===== src/rtl/bomb_countdown_ctrl.sv =====
// Sequencing controller for a countdown device that drives an external counter register.
// Register commands are combinational so the counter moves on the same edge as the state.
module bomb_countdown_ctrl #(
    parameter int         WIDTH      = 4,
    parameter int         INIT_VALUE = 9,
    parameter int         MAX_VALUE  = 15,
    parameter logic [3:0] CODE       = 4'hA,
    parameter int         MAX_TRIES  = 3
) (
    input  logic             clk,
    input  logic             async_nreset,
    input  logic             btn_up,
    input  logic             btn_down,
    input  logic             btn_arm,
    input  logic             btn_disarm,
    input  logic             btn_clear,
    input  logic [3:0]       disarm_code,
    input  logic             tick,
    input  logic [WIDTH-1:0] count_in,
    output logic [1:0]       ctrl,
    output logic [WIDTH-1:0] load_value,
    output logic             armed,
    output logic             exploded,
    output logic             defused,
    output logic [1:0]       tries_left
);

    // state    | meaning
    // INIT     | load counter with INIT_VALUE, refill disarm attempts
    // SETUP    | user adjusts counter with up/down, may arm
    // ARMED    | counting down on tick, accepting disarm attempts
    // EXPLODED | terminal: timer ran out or attempts exhausted
    // DEFUSED  | terminal: correct code entered, counter frozen

    typedef enum logic [2:0] {
        ST_INIT,
        ST_SETUP,
        ST_ARMED,
        ST_EXPLODED,
        ST_DEFUSED
    } state_t;

    localparam logic [1:0]       CTRL_NONE  = 2'd0;
    localparam logic [1:0]       CTRL_LOAD  = 2'd1;
    localparam logic [1:0]       CTRL_INCR  = 2'd2;
    localparam logic [1:0]       CTRL_DECR  = 2'd3;
    localparam logic [WIDTH-1:0] INIT_V     = WIDTH'(INIT_VALUE);
    localparam logic [WIDTH-1:0] MAX_V      = WIDTH'(MAX_VALUE);
    localparam logic [WIDTH-1:0] CNT_ONE    = WIDTH'(1);
    localparam logic [1:0]       TRIES_FULL = 2'(MAX_TRIES);

    state_t     state_q, state_d;
    logic [1:0] tries_q, tries_d;
    logic       code_ok;
    logic       wrong_try;
    logic       count_zero;

    assign code_ok    = btn_disarm && (disarm_code == CODE);
    assign wrong_try  = btn_disarm && (disarm_code != CODE);
    assign count_zero = (count_in == '0);

    always_ff @(posedge clk or negedge async_nreset) begin
        if (!async_nreset) begin
            state_q <= ST_INIT;
            tries_q <= TRIES_FULL;
        end else begin
            state_q <= state_d;
            tries_q <= tries_d;
        end
    end

    always_comb begin
        state_d = state_q;
        tries_d = tries_q;
        ctrl    = CTRL_NONE;
        case (state_q)
            ST_INIT: begin
                ctrl    = CTRL_LOAD;
                tries_d = TRIES_FULL;
                state_d = ST_SETUP;
            end
            ST_SETUP: begin
                // Arming at zero is dropped so up/down still act in that cycle.
                if (btn_arm && !count_zero) begin
                    state_d = ST_ARMED;
                end else if (btn_up && !btn_down) begin
                    if (count_in < MAX_V) ctrl = CTRL_INCR;
                end else if (btn_down && !btn_up) begin
                    if (!count_zero) ctrl = CTRL_DECR;
                end
            end
            ST_ARMED: begin
                if (count_zero) begin
                    state_d = ST_EXPLODED;
                end else if (code_ok) begin
                    state_d = ST_DEFUSED;
                end else begin
                    // A wrong code and a tick in the same cycle both take effect.
                    if (tick) ctrl = CTRL_DECR;
                    if (wrong_try && tries_q != 2'd0) tries_d = tries_q - 2'd1;
                    if ((wrong_try && tries_q <= 2'd1) || (tick && count_in == CNT_ONE))
                        state_d = ST_EXPLODED;
                end
            end
            ST_EXPLODED, ST_DEFUSED: begin
                if (btn_clear) state_d = ST_INIT;
            end
            default: begin
                state_d = ST_INIT;
            end
        endcase
    end

    assign load_value = INIT_V;
    assign armed      = (state_q == ST_ARMED);
    assign exploded   = (state_q == ST_EXPLODED);
    assign defused    = (state_q == ST_DEFUSED);
    assign tries_left = tries_q;

endmodule


===== config.mk =====
export PLATFORM = sky130hd
export DESIGN_NAME = bomb_countdown_ctrl
export DESIGN_NICKNAME = d
export VERILOG_FILES = /design/src/rtl/bomb_countdown_ctrl.sv
export SDC_FILE = /design/constraint.sdc
export NUM_CORES = 1
export LEC_CHECK = 0
export CAP_MARGIN = 10
export CORE_UTILIZATION = 34
export DETAILED_ROUTE_END_ITERATION = 12
export PLACE_DENSITY = 0.7
export SYNTH_ARGS = -nofsm -noshare
export SYNTH_HDL_FRONTEND = slang
export SYNTH_SLANG_ARGS = --single-unit

===== constraint.sdc =====
create_clock -name clk -period 1.9 [get_ports clk]
set_clock_uncertainty 0.2 [all_clocks]
set_input_delay 0.285 -clock clk [delete_from_list [all_inputs] [get_ports clk]]
set_output_delay 0.285 -clock clk [all_outputs]
set_load 0.02 [all_outputs]

# Word level (Yosys, flattened, before mapping)

Index checks and enable logic that the tools add are counted.

Register bits: 5
Input bits: 16
Output and inout bits: 11
Logic and storage cells: 56

$add $sub $neg: 1
Magnitude comparators: 2
Equality and inequality tests: 13
Mux-type cells: 19
Reductions and logical operators: 19

Operators by type and width:

| operator                                                        | number |
|---|---|
| 2-to-1 mux 2 bit                                                | 11 |
| 2-to-1 mux 3 bit                                                | 5 |
| case mux 3 bit (4 select lines)                                 | 1 |
| logical AND 1 bit                                               | 8 |
| inequality test 2 bit (second input constant)                   | 4 |
| equality test 3 x 2 -> 1 bit (second input constant)            | 2 |
| case mux 2 bit (3 select lines)                                 | 1 |
| equality test 4 x 1 -> 1 bit (second input constant)            | 1 |
| equality test 4 bit (second input constant)                     | 1 |
| zero test 4 bit                                                 | 1 |
| < comparator 4 bit (second input constant)                      | 1 |
| inequality test 4 x 1 -> 1 bit (second input constant)          | 1 |
| inequality test 4 bit (second input constant)                   | 1 |
| case mux 2 bit (2 select lines)                                 | 1 |
| AND reduction 4 bit                                             | 1 |
| nonzero test 2 bit                                              | 2 |
| equality test 3 x 1 -> 1 bit (second input constant)            | 1 |
| equality test 3 bit (second input constant)                     | 1 |
| zero test 1 bit                                                 | 3 |
| zero test 3 bit                                                 | 1 |
| AND reduction 3 bit                                             | 1 |
| less-or-equal comparator 2 x 1 -> 1 bit (second input constant) | 1 |
| inequality test 2 x 1 -> 1 bit (second input constant)          | 1 |
| OR reduction 2 bit                                              | 1 |
| other kinds (2)                                                 | 2 |

# Longest topological paths before layout

Depth after elaboration: 8
Mapped depth: 6
Depth with buffers taken out: 6

# Worst setup path after synthesis

Ideal clock, no wire load.

Path type: reg2out
From: register state_q[0]
To: output ctrl[1]
Data arrival time: 1.433 ns
Data required time: 1.415 ns
Setup slack: -0.018 ns
Cell stages (with the launch flop): 6
Buffers on the path: 1
Cells stage by stage: dfrtp_1 -> buf_2 -> or3b_1 -> a211oi_1 -> o21ai_1 -> o21ai_0

Word-level cells in the longest chain between the ends: 2
Elaborated cells on any way between the ends: 4
Those cells by class: eq/ne: 2; mux: 1; reduce/logical: 1

Ends and longest elaborated chain:

| element                                                    | RTL line | RTL |
|---|---|---|
| start: declaration                                         | 52       | `state_t state_q, state_d;` |
| start signal: assignment                                   | 67       | `state_q <= state_d;` |
| equality test 3 x 2 -> 1 bit, or another cell as far along | 76       | `case (state_q)` |
| case mux 2 bit (3 select lines) (*)                        | 76       |  |
| end: declaration                                           | 20       | `output logic [1:0] ctrl,` |

Every way passes the cells marked *; elsewhere a longest branch is shown, timed or not.

# Worst setup path in the final report

From: register state_q[2]
To: output ctrl[0]

The elaborated chain is that of the path after synthesis.

==> flow_metrics.env <==
export IMPL_cts_root_buf="clkbuf_4"
export IMPL_crit_slowest_cell="or3b_4"
export IMPL_crit_type="flop to primary output"
export IMPL_drt_iter0_markers=8
export IMPL_yosysTopAreaCell="dfrtp_1"
export IMPL_status="finished, violations left"
export IMPL_worst_slack_ns=-0.106
export IMPL_cts_buffers=3
export IMPL_grt_setup_unrepaired="yes"
export IMPL_place_gp_congestion=0.768
export IMPL_synth_edf_count=0
export IMPL_power_total_w=0.00106
export IMPL_end_kind="primary output"
export IMPL_overflow=0
export IMPL_wl_per_cell_um=11.1
export IMPL_grt_max_degree=10
export IMPL_synth_cells=64
export IMPL_io_pins=27
export IMPL_cp_required_ns=1.41
export IMPL_grtUsageTotal=0.164
export IMPL_fp_row_count=13
export IMPL_reg2reg_slack_ns=0.07
export IMPL_via_count=605
export IMPL_ys_flop_type="dfrtp_1"
export IMPL_period_share=1.06
export IMPL_timing_rr_start="tries_left[1]"
export IMPL_routed_wl_um=1360
export IMPL_die_x_um=41.5
export IMPL_grt_pass1_vias=570
export IMPL_fin_nets=127
export IMPL_violations="setup timing"
export IMPL_first_pass_iters=4
export IMPL_drc=0
export IMPL_ys_warnings_count=0
export IMPL_final_min_clock_period_ns=2.01
export IMPL_hpwl_um=1100
export IMPL_cts_clk_slew_worst_paths_ns=0.04
export IMPL_setup_violations=2
export IMPL_syn_area_um2=529
export IMPL_cp_slowest_stage_delay_ns=0.40
export IMPL_final_hold_violation_count=0
export IMPL_worst_path_buf_inv=1
export IMPL_post_place_ws_ns=-0.637
export IMPL_fin_setup_tns_ns=-0.176
export IMPL_synth_top_cell_area_share=0.142
export IMPL_fin_cells=123
export IMPL_die_area_um2=1720
export IMPL_port_buffers=22
export IMPL_syn_to_final_growth_pct=82.5
export IMPL_hold_path_class="primary input to async pin"
export IMPL_p_per_area_nw_per_um2=1090
export IMPL_layout_drive_gt1_share=0.407
export IMPL_ir_worst_vdd_uv=593
export IMPL_htreeDepth=1
export IMPL_cts_hold_buffers_added=0
export IMPL_yosysUniqueCellTypes=35
export IMPL_whs_ns=0.0661
export IMPL_grt_pass1_wl_um=2300
export IMPL_core_um2=1370
export IMPL_cts_buffer_depth=2
export IMPL_die_y_um=41.5
export IMPL_insertion_delay_ns=0.23
export IMPL_yosysMostFrequentCell="inv_1"
export IMPL_initial_core_util=0.387
export IMPL_regToRegEndpoint="state_q[1]"
export IMPL_cp_arrival_ns=1.52
export IMPL_cts_sinks=5
export IMPL_vias_per_cell=4.92
export IMPL_power_leakage_nw=0.478
export IMPL_async_reset_ff_frac=1.00
export IMPL_synth_area_top_cells="dfrtp_1, dfstp_2, buf_4"
export IMPL_synth_seq_cells=5
export IMPL_fill_cells=119
export IMPL_drv_cap=0
export IMPL_clock_fmax_ghz=0.499
export IMPL_cts_tree="done"
export IMPL_critPathLaunchType="flop"
export IMPL_crit_fanout=2
export IMPL_syn_avg_cell_area_um2=8.27
export IMPL_synth_common_cells="inv_1, nor2_1, buf_4, nand2_1"
export IMPL_diodes=0
export IMPL_ff2ff_path_depth=5
export IMPL_crit_path_cell_trace="or3b_4 -> a211oi_2 -> o21ai_2 -> o31ai_1 -> buf_2"
export IMPL_ys_seq_area_frac=0.241
export IMPL_dp_cells=117
export IMPL_ant_nets=0
export IMPL_path_delay_family="simple AND/OR/NAND/NOR gates"
export IMPL_antenna_found_initial=0
export IMPL_drv_slew=0
==> registers in the layout (all words and copies together) (netlist names) <==
| signal | cells |
|---|---|
| tries_left | 2 |
| state_q | 3 |
==> per-stage QoR <==
stage | instance area, µm² | utilization
floorplan | 537 | -
global placement | 887 | 0.649
detailed placement | 887 | 0.649
CTS | 938 | 0.687
global route | 966 | 0.707
finish | 966 | 0.707
==> layout make-up <==
| type | count | area [µm²] | area share |
|---|---|---|---|
| timing repair buffer | 44 | 370 | 0.383 |
| tap | 15 | 18.8 | 0.0194 |
| clock buffer | 4 | 26.3 | 0.0272 |
| multi-input combinational | 48 | 397 | 0.411 |
| sequential | 5 | 128 | 0.132 |
| inverter | 7 | 26.3 | 0.0272 |
==> repair_timing <==
| action | 4_1_cts | 5_1_grt |
|---|---|---|
| endpoints found under the setup margin | 8 | 9 |
| gates resized for setup | 31 | 8 |
| buffers inserted | 2 | 0 |
| pin swaps | 5 | 2 |
==> how the worst max path moves through the flow <==
stage                         from      end  slack [ns]  cells after the start
global route            state_q[2]  ctrl[0]       -0.18                      5
detailed placement  disarm_code[2]  ctrl[0]       -0.64                      6
global placement    disarm_code[2]  ctrl[0]       -0.62                      6
floorplan               state_q[0]  ctrl[1]      -0.008                      5
finish                  state_q[2]  ctrl[0]       -0.11                      5
CTS                     state_q[2]  ctrl[0]       -0.13                      5
==> report_power, final <==
group	leakage (nW)	switching [W]	total [W]	internal [W]
Clock	0.0150	0.0000351	0.000114	0.0000789
Combinational	0.406	0.000373	0.000747	0.000374
Sequential	0.0574	0.0000299	0.000196	0.000166
Total	0.478	0.000438	0.00106	0.000619
==> routing by layer <==
layer / global-route usage / up-vias / routed length, µm
met4: 0.0194 / 0 / 0
met1: 0.203 / 275 / 587
met3: 0.0304 / 0 / 72
met2: 0.300 / 18 / 699
met5: 0 / - / 0
li1: - / 312 / -
==> kinds of logic (layout without fill, tap and decap cells) <==
family / Yosys count / after routing / synth area share
and+or+nand+nor: 26 / 26 / 0.326
AOI/OAI and AO/OA: 14 / 14 / 0.210
buffers and inverters: 13 / 55 / 0.123
DFF: 5 / 5 / 0.241
adders and majority gates: 2 / 2 / 0.0473
other: 2 / 4 / 0.0142
muxes: 2 / 2 / 0.0378
==> placed cells by master, fill, tap and decap left out, drive strengths merged, types with 2 or more instances in the layout <==
cell and count:
nor2 6, o21ai 2, nand3b 2, nor3b 2, dfrtp 3, ha 2, nor3 2, mux2i 2
or3 2, inv 7, clkdlybuf4s50 9, dlygate4sd2 7, o41ai 2, nand2 4, buf 26, clkbuf 4
dlymetal6s2s 2, a21oi 3, conb 4, and3 2, dfstp 2
(Power assumes the default switching activity.)
